**config.mk**
```make
export PLATFORM = sky130hd
export DESIGN_NAME = recv_check_module_flat
export DESIGN_NICKNAME = d
export VERILOG_FILES = /design/src/rtl/recv_check_module_if.sv /design/src/rtl/recv_check_module.sv /design/src/flat_wrapper.sv
export SDC_FILE = /design/constraint.sdc
export NUM_CORES = 1
export LEC_CHECK = 0
export ABC_AREA = 1
export CORE_MARGIN = 2
export CORE_UTILIZATION = 53
export CTS_BUF_LIST = sky130_fd_sc_hd__clkbuf_8
export DETAILED_ROUTE_END_ITERATION = 16
export PLACE_DENSITY_LB_ADDON = 0.3
export SLEW_MARGIN = 5
export SYNTH_ARGS = -nofsm -noshare
export SYNTH_HDL_FRONTEND = slang
export SYNTH_SLANG_ARGS = --single-unit
export TNS_END_PERCENT = 30
```
**constraint.sdc**
```tcl
create_clock -name clk -period 2.7 [get_ports clk]
set_input_delay 0.54 -clock clk [delete_from_list [all_inputs] [get_ports clk]]
set_output_delay 0.54 -clock clk [all_outputs]
set_load 0.005 [all_outputs]
```
**src/rtl/recv_check_module_if.sv**
```systemverilog
// Read-side packet stream into the receiver checker: framing pulses plus data word.
// The master drives the stream and the checker receives it through the slave modport.
interface recv_check_module_if #(
   parameter int DATA_WIDTH = 32
);
   logic                  rd_sop;
   logic                  rd_eop;
   logic                  rd_vld;
   logic [DATA_WIDTH-1:0] rd_data;

   modport master (output rd_sop, rd_eop, rd_vld, rd_data);
   modport slave  (input  rd_sop, rd_eop, rd_vld, rd_data);
endinterface

```
**src/rtl/recv_check_module.sv**
```systemverilog
// Receiver-side packet checker: validates header, beat sequence and framing of each packet,
// and reports per-packet error flags plus running packet and error counts.
module recv_check_module #(
   parameter int rx_port        = 0,
   parameter int TIMEOUT        = 64,
   parameter int DATA_WIDTH     = 32,
   parameter int WIDTH_SEL      = 4,
   parameter int WIDTH_PRIORITY = 3,
   parameter int WIDTH_LENGTH   = 8
) (
   input  logic                      clk,
   input  logic                      rst_n,
   recv_check_module_if.slave        rd,
   output logic                      rx_idle,
   output logic                      pkt_done,
   output logic                      pkt_ok,
   output logic                      err_dest,
   output logic                      err_len,
   output logic                      err_data,
   output logic                      err_proto,
   output logic [WIDTH_SEL-1:0]      hdr_dest,
   output logic [WIDTH_PRIORITY-1:0] hdr_priority,
   output logic [WIDTH_LENGTH-1:0]   hdr_length,
   output logic [3:0]                src_port,
   output logic [15:0]               pkt_cnt,
   output logic [15:0]               err_cnt
);
   localparam int HW = WIDTH_SEL + WIDTH_PRIORITY + WIDTH_LENGTH;
   localparam int BW = WIDTH_LENGTH + 1;
   localparam int TW = $clog2(TIMEOUT + 1);
   localparam logic [TW-1:0] TIMEOUT_LAST = TW'(TIMEOUT - 1);

   typedef enum logic [1:0] {IDLE, HEAD, DATA} state_t;

   state_t                    state_q, state_d;
   logic [BW-1:0]             beat_q, beat_d;
   logic [TW-1:0]             timer_q, timer_d;
   logic                      wk_dest_q, wk_dest_d, wk_len_q, wk_len_d;
   logic                      wk_data_q, wk_data_d, wk_proto_q, wk_proto_d;
   logic                      pkt_done_q, pkt_done_d, pkt_ok_q, pkt_ok_d;
   logic                      err_dest_q, err_dest_d, err_len_q, err_len_d;
   logic                      err_data_q, err_data_d, err_proto_q, err_proto_d;
   logic [WIDTH_SEL-1:0]      hdr_dest_q, hdr_dest_d;
   logic [WIDTH_PRIORITY-1:0] hdr_priority_q, hdr_priority_d;
   logic [WIDTH_LENGTH-1:0]   hdr_length_q, hdr_length_d;
   logic [3:0]                src_port_q, src_port_d;
   logic [15:0]               pkt_cnt_q, pkt_cnt_d, err_cnt_q, err_cnt_d;

   logic                      quiet, timeout_hit, beat_err, close, idle_err;
   logic                      cl_dest, cl_len, cl_data, cl_proto;
   logic [BW-1:0]             beat_inc;
   logic [HW-1:0]             hdr_word;

   assign quiet       = !rd.rd_sop && !rd.rd_eop && !rd.rd_vld;
   assign timeout_hit = (timer_q == TIMEOUT_LAST);
   assign beat_inc    = (beat_q == '1) ? beat_q : beat_q + BW'(1);
   assign hdr_word    = rd.rd_data[HW-1:0];
   // Beat 0 defines the source port, so only later beats are checked against it.
   assign beat_err    = (rd.rd_data[27:0] != 28'(beat_q)) ||
                        ((beat_q != '0) && (rd.rd_data[31:28] != src_port_q));

   always_ff @(posedge clk) begin
      if (!rst_n) begin
         state_q        <= IDLE;
         beat_q         <= '0;
         timer_q        <= '0;
         wk_dest_q      <= 1'b0;
         wk_len_q       <= 1'b0;
         wk_data_q      <= 1'b0;
         wk_proto_q     <= 1'b0;
         pkt_done_q     <= 1'b0;
         pkt_ok_q       <= 1'b0;
         err_dest_q     <= 1'b0;
         err_len_q      <= 1'b0;
         err_data_q     <= 1'b0;
         err_proto_q    <= 1'b0;
         hdr_dest_q     <= '0;
         hdr_priority_q <= '0;
         hdr_length_q   <= '0;
         src_port_q     <= '0;
         pkt_cnt_q      <= '0;
         err_cnt_q      <= '0;
      end else begin
         state_q        <= state_d;
         beat_q         <= beat_d;
         timer_q        <= timer_d;
         wk_dest_q      <= wk_dest_d;
         wk_len_q       <= wk_len_d;
         wk_data_q      <= wk_data_d;
         wk_proto_q     <= wk_proto_d;
         pkt_done_q     <= pkt_done_d;
         pkt_ok_q       <= pkt_ok_d;
         err_dest_q     <= err_dest_d;
         err_len_q      <= err_len_d;
         err_data_q     <= err_data_d;
         err_proto_q    <= err_proto_d;
         hdr_dest_q     <= hdr_dest_d;
         hdr_priority_q <= hdr_priority_d;
         hdr_length_q   <= hdr_length_d;
         src_port_q     <= src_port_d;
         pkt_cnt_q      <= pkt_cnt_d;
         err_cnt_q      <= err_cnt_d;
      end
   end

   always_comb begin
      state_d = state_q;
      case (state_q)
         IDLE: if (rd.rd_sop && !rd.rd_eop) state_d = HEAD;
         HEAD, DATA: begin
            if (rd.rd_sop)                          state_d = HEAD;
            else if (rd.rd_eop)                     state_d = IDLE;
            else if (rd.rd_vld)                     state_d = DATA;
            else if (timeout_hit)                   state_d = IDLE;
         end
         default:                                   state_d = IDLE;
      endcase
   end

   // Closing flags are captured separately so a restart can clear the working flags same cycle.
   always_comb begin
      beat_d         = beat_q;
      timer_d        = timer_q;
      wk_dest_d      = wk_dest_q;
      wk_len_d       = wk_len_q;
      wk_data_d      = wk_data_q;
      wk_proto_d     = wk_proto_q;
      hdr_dest_d     = hdr_dest_q;
      hdr_priority_d = hdr_priority_q;
      hdr_length_d   = hdr_length_q;
      src_port_d     = src_port_q;
      close          = 1'b0;
      idle_err       = 1'b0;
      cl_dest        = wk_dest_q;
      cl_len         = wk_len_q;
      cl_data        = wk_data_q;
      cl_proto       = wk_proto_q;

      case (state_q)
         IDLE: begin
            if (rd.rd_eop || (rd.rd_vld && !rd.rd_sop)) begin
               idle_err = 1'b1;
            end else if (rd.rd_sop) begin
               {wk_dest_d, wk_len_d, wk_data_d, wk_proto_d} = '0;
               beat_d  = '0;
               timer_d = '0;
            end
         end
         HEAD, DATA: begin
            if (rd.rd_sop) begin
               close    = 1'b1;
               cl_proto = 1'b1;
               {wk_dest_d, wk_len_d, wk_data_d, wk_proto_d} = '0;
               beat_d   = '0;
               timer_d  = '0;
            end else if (state_q == HEAD && rd.rd_eop) begin
               close    = 1'b1;
               cl_proto = 1'b1;
               cl_len   = 1'b1;
            end else if (state_q == HEAD && rd.rd_vld) begin
               hdr_dest_d     = hdr_word[HW-1 -: WIDTH_SEL];
               hdr_priority_d = hdr_word[WIDTH_LENGTH+WIDTH_PRIORITY-1 -: WIDTH_PRIORITY];
               hdr_length_d   = hdr_word[WIDTH_LENGTH-1:0];
               wk_dest_d      = wk_dest_q | (hdr_word[HW-1 -: WIDTH_SEL] != WIDTH_SEL'(rx_port));
               wk_len_d       = wk_len_q | (hdr_word[WIDTH_LENGTH-1:0] == '0);
               timer_d        = '0;
            end else if (rd.rd_vld || rd.rd_eop) begin
               if (rd.rd_vld) begin
                  if (beat_q == '0) src_port_d = rd.rd_data[31:28];
                  wk_data_d = wk_data_q | beat_err;
                  beat_d    = beat_inc;
               end
               timer_d = '0;
               if (rd.rd_eop) begin
                  close   = 1'b1;
                  cl_data = wk_data_d;
                  cl_len  = wk_len_q | (beat_d != {1'b0, hdr_length_q});
               end
            end else if (timeout_hit) begin
               close    = 1'b1;
               cl_proto = 1'b1;
               cl_len   = 1'b1;
            end else begin
               timer_d = timer_q + TW'(1);
            end
         end
         default: ;
      endcase

      pkt_done_d  = close;
      pkt_ok_d    = close && !(cl_dest || cl_len || cl_data || cl_proto);
      err_dest_d  = close ? cl_dest  : err_dest_q;
      err_len_d   = close ? cl_len   : err_len_q;
      err_data_d  = close ? cl_data  : err_data_q;
      err_proto_d = close ? cl_proto : err_proto_q;
      pkt_cnt_d   = (close && pkt_cnt_q != 16'hFFFF) ? pkt_cnt_q + 16'd1 : pkt_cnt_q;
      err_cnt_d   = (((close && !pkt_ok_d) || idle_err) && err_cnt_q != 16'hFFFF)
                    ? err_cnt_q + 16'd1 : err_cnt_q;
   end

   assign rx_idle      = (state_q == IDLE);
   assign pkt_done     = pkt_done_q;
   assign pkt_ok       = pkt_ok_q;
   assign err_dest     = err_dest_q;
   assign err_len      = err_len_q;
   assign err_data     = err_data_q;
   assign err_proto    = err_proto_q;
   assign hdr_dest     = hdr_dest_q;
   assign hdr_priority = hdr_priority_q;
   assign hdr_length   = hdr_length_q;
   assign src_port     = src_port_q;
   assign pkt_cnt      = pkt_cnt_q;
   assign err_cnt      = err_cnt_q;
endmodule

```
**src/flat_wrapper.sv**
```systemverilog
// flat-port wrapper written by rule: the top's interface ports become plain ports
module recv_check_module_flat 
#(
   parameter int rx_port        = 0,
   parameter int TIMEOUT        = 64,
   parameter int DATA_WIDTH     = 32,
   parameter int WIDTH_SEL      = 4,
   parameter int WIDTH_PRIORITY = 3,
   parameter int WIDTH_LENGTH   = 8
)
  (clk, rst_n, rx_idle, pkt_done, pkt_ok, err_dest, err_len, err_data, err_proto, hdr_dest, hdr_priority, hdr_length, src_port, pkt_cnt, err_cnt, rd_rd_sop, rd_rd_eop, rd_rd_vld, rd_rd_data);
  recv_check_module_if #(.DATA_WIDTH(DATA_WIDTH)) rd_i ();
  input  logic clk;
  input  logic rst_n;
  output logic rx_idle;
  output logic pkt_done;
  output logic pkt_ok;
  output logic err_dest;
  output logic err_len;
  output logic err_data;
  output logic err_proto;
  output logic [WIDTH_SEL-1:0] hdr_dest;
  output logic [WIDTH_PRIORITY-1:0] hdr_priority;
  output logic [WIDTH_LENGTH-1:0] hdr_length;
  output logic [3:0] src_port;
  output logic [15:0] pkt_cnt;
  output logic [15:0] err_cnt;
  input wire logic [$bits(rd_i.rd_sop)-1:0] rd_rd_sop;
  input wire logic [$bits(rd_i.rd_eop)-1:0] rd_rd_eop;
  input wire logic [$bits(rd_i.rd_vld)-1:0] rd_rd_vld;
  input wire logic [$bits(rd_i.rd_data)-1:0] rd_rd_data;
  assign rd_i.rd_sop = rd_rd_sop;
  assign rd_i.rd_eop = rd_rd_eop;
  assign rd_i.rd_vld = rd_rd_vld;
  assign rd_i.rd_data = rd_rd_data;
  recv_check_module #(.rx_port(rx_port), .TIMEOUT(TIMEOUT), .DATA_WIDTH(DATA_WIDTH), .WIDTH_SEL(WIDTH_SEL), .WIDTH_PRIORITY(WIDTH_PRIORITY), .WIDTH_LENGTH(WIDTH_LENGTH)) u_core (.clk(clk), .rst_n(rst_n), .rd(rd_i), .rx_idle(rx_idle), .pkt_done(pkt_done), .pkt_ok(pkt_ok), .err_dest(err_dest), .err_len(err_len), .err_data(err_data), .err_proto(err_proto), .hdr_dest(hdr_dest), .hdr_priority(hdr_priority), .hdr_length(hdr_length), .src_port(src_port), .pkt_cnt(pkt_cnt), .err_cnt(err_cnt));
endmodule
```
==> summary.md, run 1 <==
| Metric | Value |
|---|---|
| Status | `finished clean` |
| Crit path setup slack, layout | `roughly 0.2 ns` |
| Diode count | `0` |
| # nets final | `between 800 and 900` |
| Clock root cell | `clkbuf_8` |
| Total Wirelength | `about 13 mm` |
| Detail Route Antenna Nets | `0` |
| Vias in the first global route | `approximately 4500` |
| Tcrit/Tclk final | `0.926` |
| Int Power | `~2500 µW` |
| Sequential power share | `0.346` |
| Place WS | `-0.240 ns` |
| Total leakage power | `0.00229 µW` |
| Drt drc | `0` |
| Die X | `95.0 µm` |
| Logic pwr share | `0.399` |
| Placed Cells | `between 800 and 900` |
| Clock Power Share | `0.254` |
| Critical path launch point type | `register` |
| Worst slew margin | `0.630` |
| Hold Path Class | `reg2reg` |
| GPL Wtd Cong | `about 0.94` |
| CTS Buf Count | `9` |
| WHS Endpoint | `u_core.wk_data_q` |
| CTS Hold Bufs | `0` |
| Post-synth net total | `679` |
| Port Buffers | `between 90 and 100` |
| Via count | `~4800` |
| CTS sink count | `between 70 and 80` |
| Sw power | `about 1500 µW` |
| Area delta synth->final | `36.5%` |
| Fmax achieved | `between 300 and 400 MHz` |
| Syn. warnings | `0` |
| Post-synthesis sequential area ratio | `0.355` |
| Critical Path RT | `between 2 and 3 ns` |
| DP HPWL | `between 9 and 10 mm` |
| Arrival @ worst endpoint | `about 2.8 ns` |
| Initial DRC count | `247` |
| Layout cells sized above 1 | `0.144` |
| Reg2Reg Capture Point | `u_core.err_cnt[12]` |
| Finish-stage setup viols | `0` |
| Drt first pass iters | `4` |
| Final non-filler cell total | `just under 900` |
| Max-cap violations | `0` |
| H-tree levels | `3` |
| Max Slew Vio Count | `0` |
| Post-synth EDFFs | `0` |
| Antenna violations before repair | `0` |
| Commonest non-fill, non-tap cells in the layout | `clkdlybuf4s50_1 (93), nand2_1 (92), nor2_1 (82)` |
| Sw frac | `0.367` |
| Post-synth cell types | `39` |
| TNS Setup | `0 ns` |
| CTS tree | `done` |
| Synth Instances | `between 600 and 700` |
| Maximum ir drop on the vdd rail | `about 0.00049 V` |
| GRT Util Overall | `0.295` |
| Clk buf depth | `2` |
| Worst-Margin Slew | `between 0.5 and 0.6 ns` |
| Worst reg2reg path startpoint | `u_core.beat_q[1]` |
| I/O Pins | `95` |
| Min-delay src | `u_core.wk_data_q` |
| Worst setup path class | `reg2reg` |
| Final Hold Violating Endpoints | `0` |
| Clock transition at path regs | `~0.09 ns` |
| Syn Area/Cell | `6.93 µm²` |
| Drt via density | `5.52` |
| Commonest non-fill, non-tap cell in the layout | `clkdlybuf4s50_1` |
| Crit path time final | `around 2.5 ns` |
| #FFs+latches synth | `78` |
| Die ar. | `about 9000 µm²` |
| CP Max Fanout | `17` |
| Critical Path Sink Type | `register` |
| Starting Density | `0.540` |
| Grt ovf | `0` |
| Clk Latency, worst-skew pair | `0.36 ns` |
| Reg2Reg Setup Slack | `around 0.2 ns` |
| R2r worst-path depth | `20` |
| Fraction of registers with async set/reset | `0` |
| Routed WL per cell | `roughly 15 µm` |
| Worst Hold Path Cells | `2` |
| Synth Flop Type | `dfxtp_1` |
| Die height | `95.0 µm` |
| Largest net degree at the start of global routing | `24` |
| P per Cell Area | `666 nW/µm²` |
| Row count | `33` |
| Post-Syn Area | `between 4000 and 5000 µm²` |
| Max Clock Skew | `roughly 0.017 ns` |
| First-pass GRT wire length | `approximately 21 mm` |
| Core area | `8130 µm²` |
[stage by stage]
stage	hold WS, ns	total power, µW	util	instance area (µm²)
6_report	0.478	3990	0.737	6000
5_1_grt	0.502	4240	0.737	6000
4_1_cts	0.479	3980	0.728	5920
3_5_place_dp	0.451	2950	0.700	5690
3_3_place_gp	0.450	2910	0.700	5690
2_1_floorplan	0.436	2300	-	4390
[worst max path at each step]
stage | start | to | slack [ns] | cells past startpoint
after floorplan | u_core.beat_q[1] | u_core.err_cnt[12] | 0.34 | 20
after global placement | rd_rd_vld | u_core.err_cnt[6] | -0.10 | 19
after detailed placement | rd_rd_vld | u_core.err_cnt[7] | -0.24 | 19
after CTS | u_core.beat_q[0] | u_core.err_cnt[7] | 0.01 | 20
after global routing | u_core.timer_q[0] | u_core.pkt_cnt[15] | -0.005 | 15
final | u_core.beat_q[1] | u_core.err_cnt[12] | 0.20 | 20
[cells in the mapped netlist, types with 4 or more instances]
| cell type | count | area (µm²) |
|---|---|---|
| nand3_1 | 56 | 280 |
| clkbuf_1 | 12 | 45.0 |
| nand2_2 | 16 | 100 |
| nor4_1 | 10 | 62.6 |
| a21oi_2 | 10 | 87.6 |
| a31oi_1 | 4 | 25.0 |
| nand2_1 | 94 | 353 |
| nand3_2 | 5 | 50.1 |
| a21oi_1 | 43 | 215 |
| xor2_1 | 13 | 114 |
| nor2_1 | 83 | 312 |
| xnor2_1 | 9 | 78.8 |
| nand4_1 | 11 | 68.8 |
| inv_1 | 73 | 274 |
| nor3_1 | 31 | 155 |
| o21ai_0 | 40 | 200 |
| dfxtp_1 | 78 | 1560 |
| ha_1 | 8 | 100 |
[registers in the layout (all words and copies together), names as in the netlist, 2 cells and up]
register             count
u_core.err_cnt          16
u_core.pkt_cnt          16
u_core.beat_q            9
u_core.hdr_length        8
u_core.timer_q           7
u_core.hdr_dest          4
u_core.src_port          4
u_core.hdr_priority      3
u_core.state_q           2
[layout make-up]
class | count | area (µm²)
fillers | 635 | 2140
clock buffers | 10 | 138
inverters | 74 | 278
repair buffers | 139 | 1290
flip-flops and latches | 78 | 1560
multi-input cells | 463 | 2500
clock inverters | 6 | 91.3
well taps | 105 | 131
[per-layer routing]
metal  track usage  up-vias  routed length (µm)
li1              -     2368                   -
met1         0.372     2247                5350
met2         0.508      191                6440
met3        0.0632       25                 887
met4        0.0845        0                 217
met5             0        -                   0
[power groups by stage]
stage | Clock [µW] | Combinational, µW | Sequential [µW]
6_report | 1020 | 1590 | 1380
5_1_grt | 1080 | 1760 | 1400
4_1_cts | 1030 | 1570 | 1380
3_5_place_dp | 0 | 1550 | 1400
3_3_place_gp | 0 | 1510 | 1400
2_1_floorplan | 0 | 904 | 1390
[what timing repair did]
action / CTS / global route
hold endpoints to repair: 0 / 0
pin swaps: 0 / 2
buffers inserted: 0 / 2
gates resized for setup: 1 / 14
setup endpoints to repair: 8 / 17
[kinds of logic after synthesis]
logic type / after synthesis / share of synthesized area
AND/OR/NAND/NOR: 323 / 0.346
AO/OA/AOI/OAI: 110 / 0.144
buffers and inverters: 93 / 0.0880
flip-flops: 78 / 0.355
XOR/XNOR: 22 / 0.0439
adder cells (fa/ha/maj): 8 / 0.0228
[worst max-delay path, stage by stage, from the launching register on]
cell and delay, ns:
dfxtp_1 0.38, ha_4 0.18, nand2_2 0.09, nor2_4 0.12, nand2_4 0.11, buf_4 0.17
nand3_2 0.07, nand2_2 0.06, nand2_1 0.05, nand2_1 0.05, nor2_1 0.13, nand2_1 0.06
o21bai_1 0.18, nand2_1 0.08, nand2_2 0.09, nand3_2 0.08, nand2_2 0.08, nand2_4 0.08
buf_12 0.15, a21oi_1 0.13, nor2_1 0.06
No activity file was read; power rests on OpenSTA's default activity.
==> inputs of run 2 (changes only) <==
--- a/config.mk
+++ b/config.mk
@@ -7,8 +7,9 @@
 export LEC_CHECK = 0
 export ABC_AREA = 1
 export CORE_MARGIN = 2
-export CORE_UTILIZATION = 53
+export CORE_UTILIZATION = 40
 export CTS_BUF_LIST = sky130_fd_sc_hd__clkbuf_8
+export CTS_CLUSTER_DIAMETER = 80
 export DETAILED_ROUTE_END_ITERATION = 16
 export PLACE_DENSITY_LB_ADDON = 0.3
 export SLEW_MARGIN = 5
==> run 2 against run 1 <==
Hold slack got worse by 0.010 ns. Routed wire length is 2.5% lower. Highest routed layer unchanged. Combinational power about the same. Cell area up 0.79%. Largest cell class unchanged. Clock-buffer cell count down 1.
==> summary.md, run 2 (same netlist as run 1, synthesis figures left out) <==
| Metric | Value |
|---|---|
| Largest net degree at the start of global routing | `30 (+25%)` |
| Critical Path Sink Type | `register` |
| Die X | `109 µm (+14%)` |
| First-pass GRT wire length | `21.0 mm (-0.33%)` |
| # nets final | `819 (+1.1%)` |
| CTS Buf Count | `9 (unchanged)` |
| CP Max Fanout | `17 (unchanged)` |
| Diode count | `0 (unchanged)` |
| Worst setup path class | `in2reg` |
| Status | `finished clean` |
| Antenna violations before repair | `0 (unchanged)` |
| WHS Endpoint | `u_core.wk_data_q` |
| Max Slew Vio Count | `0 (unchanged)` |
| Detail Route Antenna Nets | `0 (unchanged)` |
| Commonest non-fill, non-tap cells in the layout | `clkdlybuf4s50_1 (94), nand2_1 (93), nor2_1 (82)` |
| Max Clock Skew | `0.00919 ns (-0.00824 ns)` |
| Arrival @ worst endpoint | `2.73 ns (-0.03 ns)` |
| Fin area | `6040 µm² (+0.79%)` |
| Filler Cell Count | `1014 (+60%)` |
| Vias in the first global route | `4550 (+0.64%)` |
| CTS tree | `done` |
| RSZ-0062 raised after global routing | `false` |
| Core area | `10800 µm² (+33%)` |
| Logic pwr share | `0.415 (+0.016)` |
| Clk buf depth | `2 (unchanged)` |
| Layout cells sized above 1 | `0.148 (+0.00347)` |
| Commonest non-fill, non-tap cell in the layout | `clkdlybuf4s50_1` |
| Grt ovf | `0 (unchanged)` |
| Finish-stage setup viols | `0 (unchanged)` |
| H-tree levels | `3 (unchanged)` |
| CTS Hold Bufs | `0 (unchanged)` |
| Max-cap violations | `0 (unchanged)` |
| Placed cell areas | `5820 µm² (+2.2%)` |
| Maximum ir drop on the vdd rail | `0.000421 V (-14%)` |
| Fmax achieved | `404 MHz (+1.1%)` |
| Drt via density | `5.07 (-8.2%)` |
| Clk Latency, worst-skew pair | `0.36 ns (about the same)` |
| Clock transition at path regs | `0.09 ns (about the same)` |
| Worst-Margin Slew | `0.490 ns (-0.0600 ns)` |
| Min-delay src | `u_core.wk_data_q` |
| P per Cell Area | `633 nW/µm² (-5.0%)` |
| Final Hold Violating Endpoints | `0 (unchanged)` |
| GRT Util Overall | `0.220 (-0.0753)` |
| Drt first pass iters | `4 (unchanged)` |
| Routed WL per cell | `13.7 µm (-7.2%)` |
| GPL Wtd Cong | `0.909 (-3.5%)` |
| DP HPWL | `9.71 mm (+1.9%)` |
| Sw frac | `0.387 (+0.0199)` |
| Hold Path Class | `reg2reg` |
| Total Wirelength | `12.6 mm (-2.5%)` |
| Clock root cell | `clkbuf_8` |
| TNS Setup | `0 ns (unchanged)` |
| CP max stage cell | `clkdlybuf4s50_1` |
| Worst Hold Path Cells | `2 (unchanged)` |
| Via count | `4658 (-3.6%)` |
| Reg2Reg Setup Slack | `0.25 ns (+0.05 ns)` |
| CTS sink count | `78 (unchanged)` |
| Port Buffers | `94 (unchanged)` |
| Clock Power Share | `0.225 (-0.029)` |
| Slowest stage delay, CP | `0.58 ns (+0.20 ns)` |
| Die ar. | `11800 µm² (+31%)` |
| Row count | `38 (+15%)` |
| Total power | `3820 µW (-4.2%)` |
| Initial DRC count | `248 (+0.40%)` |
| Int Power | `2340 µW (-7.3%)` |
| Total leakage power | `0.00230 µW (+0.20%)` |
| Sw power | `1480 µW (+0.96%)` |
| Worst slew margin | `0.671 (+0.0403)` |
| Reg2Reg Capture Point | `u_core.err_cnt[13]` |
| Sequential power share | `0.360 (+0.014)` |
| Worst path cell trace | `clkdlybuf4s50_1 > nand2_1 > nor2_1 > nand2_1 > nand2_1 > nand3_1 > nand2_1 > nand2_1 > nor2_1 > nand2_1 > o21bai_1 > nand2_1 > nand2_2 > nand3_2 > nand2_2 > nand2_4 > buf_12 > nand3_1 > a21oi_2` |
| Fin util | `0.560 (-0.177)` |
| Crit path time final | `2.47 ns (-0.0261 ns)` |
| Starting Density | `0.407 (-0.133)` |
| Critical Path RT | `2.96 ns (about the same)` |
| Critical path launch point type | `input pin` |
| R2r worst-path depth | `17 (-15%)` |
| Worst path most repeated cell | `nand2_1` |
| Worst reg2reg path startpoint | `u_core.beat_q[0]` |
| Die height | `109 µm (+14%)` |
| Area delta synth->final | `37.6%` |
| Drt drc | `0 (unchanged)` |
| Tcrit/Tclk final | `0.916 (-0.00968)` |
| Hold Slack | `0.468 ns (-0.0103 ns)` |
| I/O Pins | `95 (unchanged)` |
-- run 2: through the flow --
step	setup slack (ns)	cells
4_1_cts	0.0197	917
6_report	0.226	919
5_1_grt	0.0173	919
2_1_floorplan	0.344	634
3_3_place_gp	-0.0682	901
3_5_place_dp	-0.163	901
-- run 2: layer usage --
metal  global-route usage  share of wire
met5                    0              0
met4               0.0678          0.014
met3               0.0496          0.033
met2                0.375           0.49
met1                0.275           0.46
-- run 2: power groups by stage --
stage | sequential (µW) | clock, µW | combinational (µW)
CTS | 1380 | 882 | 1580
finish | 1380 | 859 | 1590
global placement | 1400 | 0 | 1540
detailed placement | 1400 | 0 | 1570
global route | 1390 | 931 | 1750
floorplan | 1390 | 0 | 904
-- run 2: worst max path at each step --
stage                          start                  to  cells after the start
global placement           rd_rd_vld   u_core.err_cnt[5]                     19
global route               rd_rd_vld   u_core.err_cnt[4]                     19
CTS                 u_core.beat_q[1]   u_core.err_cnt[4]                     19
floorplan           u_core.beat_q[1]  u_core.err_cnt[12]                     20
finish                     rd_rd_vld  u_core.err_cnt[13]                     19
detailed placement         rd_rd_vld   u_core.err_cnt[4]                     17
-- run 2: area by class of cell --
cell class	count	area, µm²	area share
clock buffers	9	124	0.0205
clock inverters	7	65.1	0.0108
inverters	74	278	0.0460
multi-input cells	463	2470	0.408
flip-flops and latches	78	1560	0.258
well taps	140	175	0.0290
repair buffers	148	1370	0.227
-- run 2: repair_timing --
action | CTS | global route
setup endpoints to repair | 0 | 16
setup buffers | 0 | 2
resized for setup | 0 | 5
-- run 2: worst max-delay path, delay by kind of cell --
family | cells | cell delay (ns)
AOI/OAI and AO/OA | 2 | 0.21
and+or+nand+nor | 15 | 1.26
buffers and inverters | 2 | 0.73
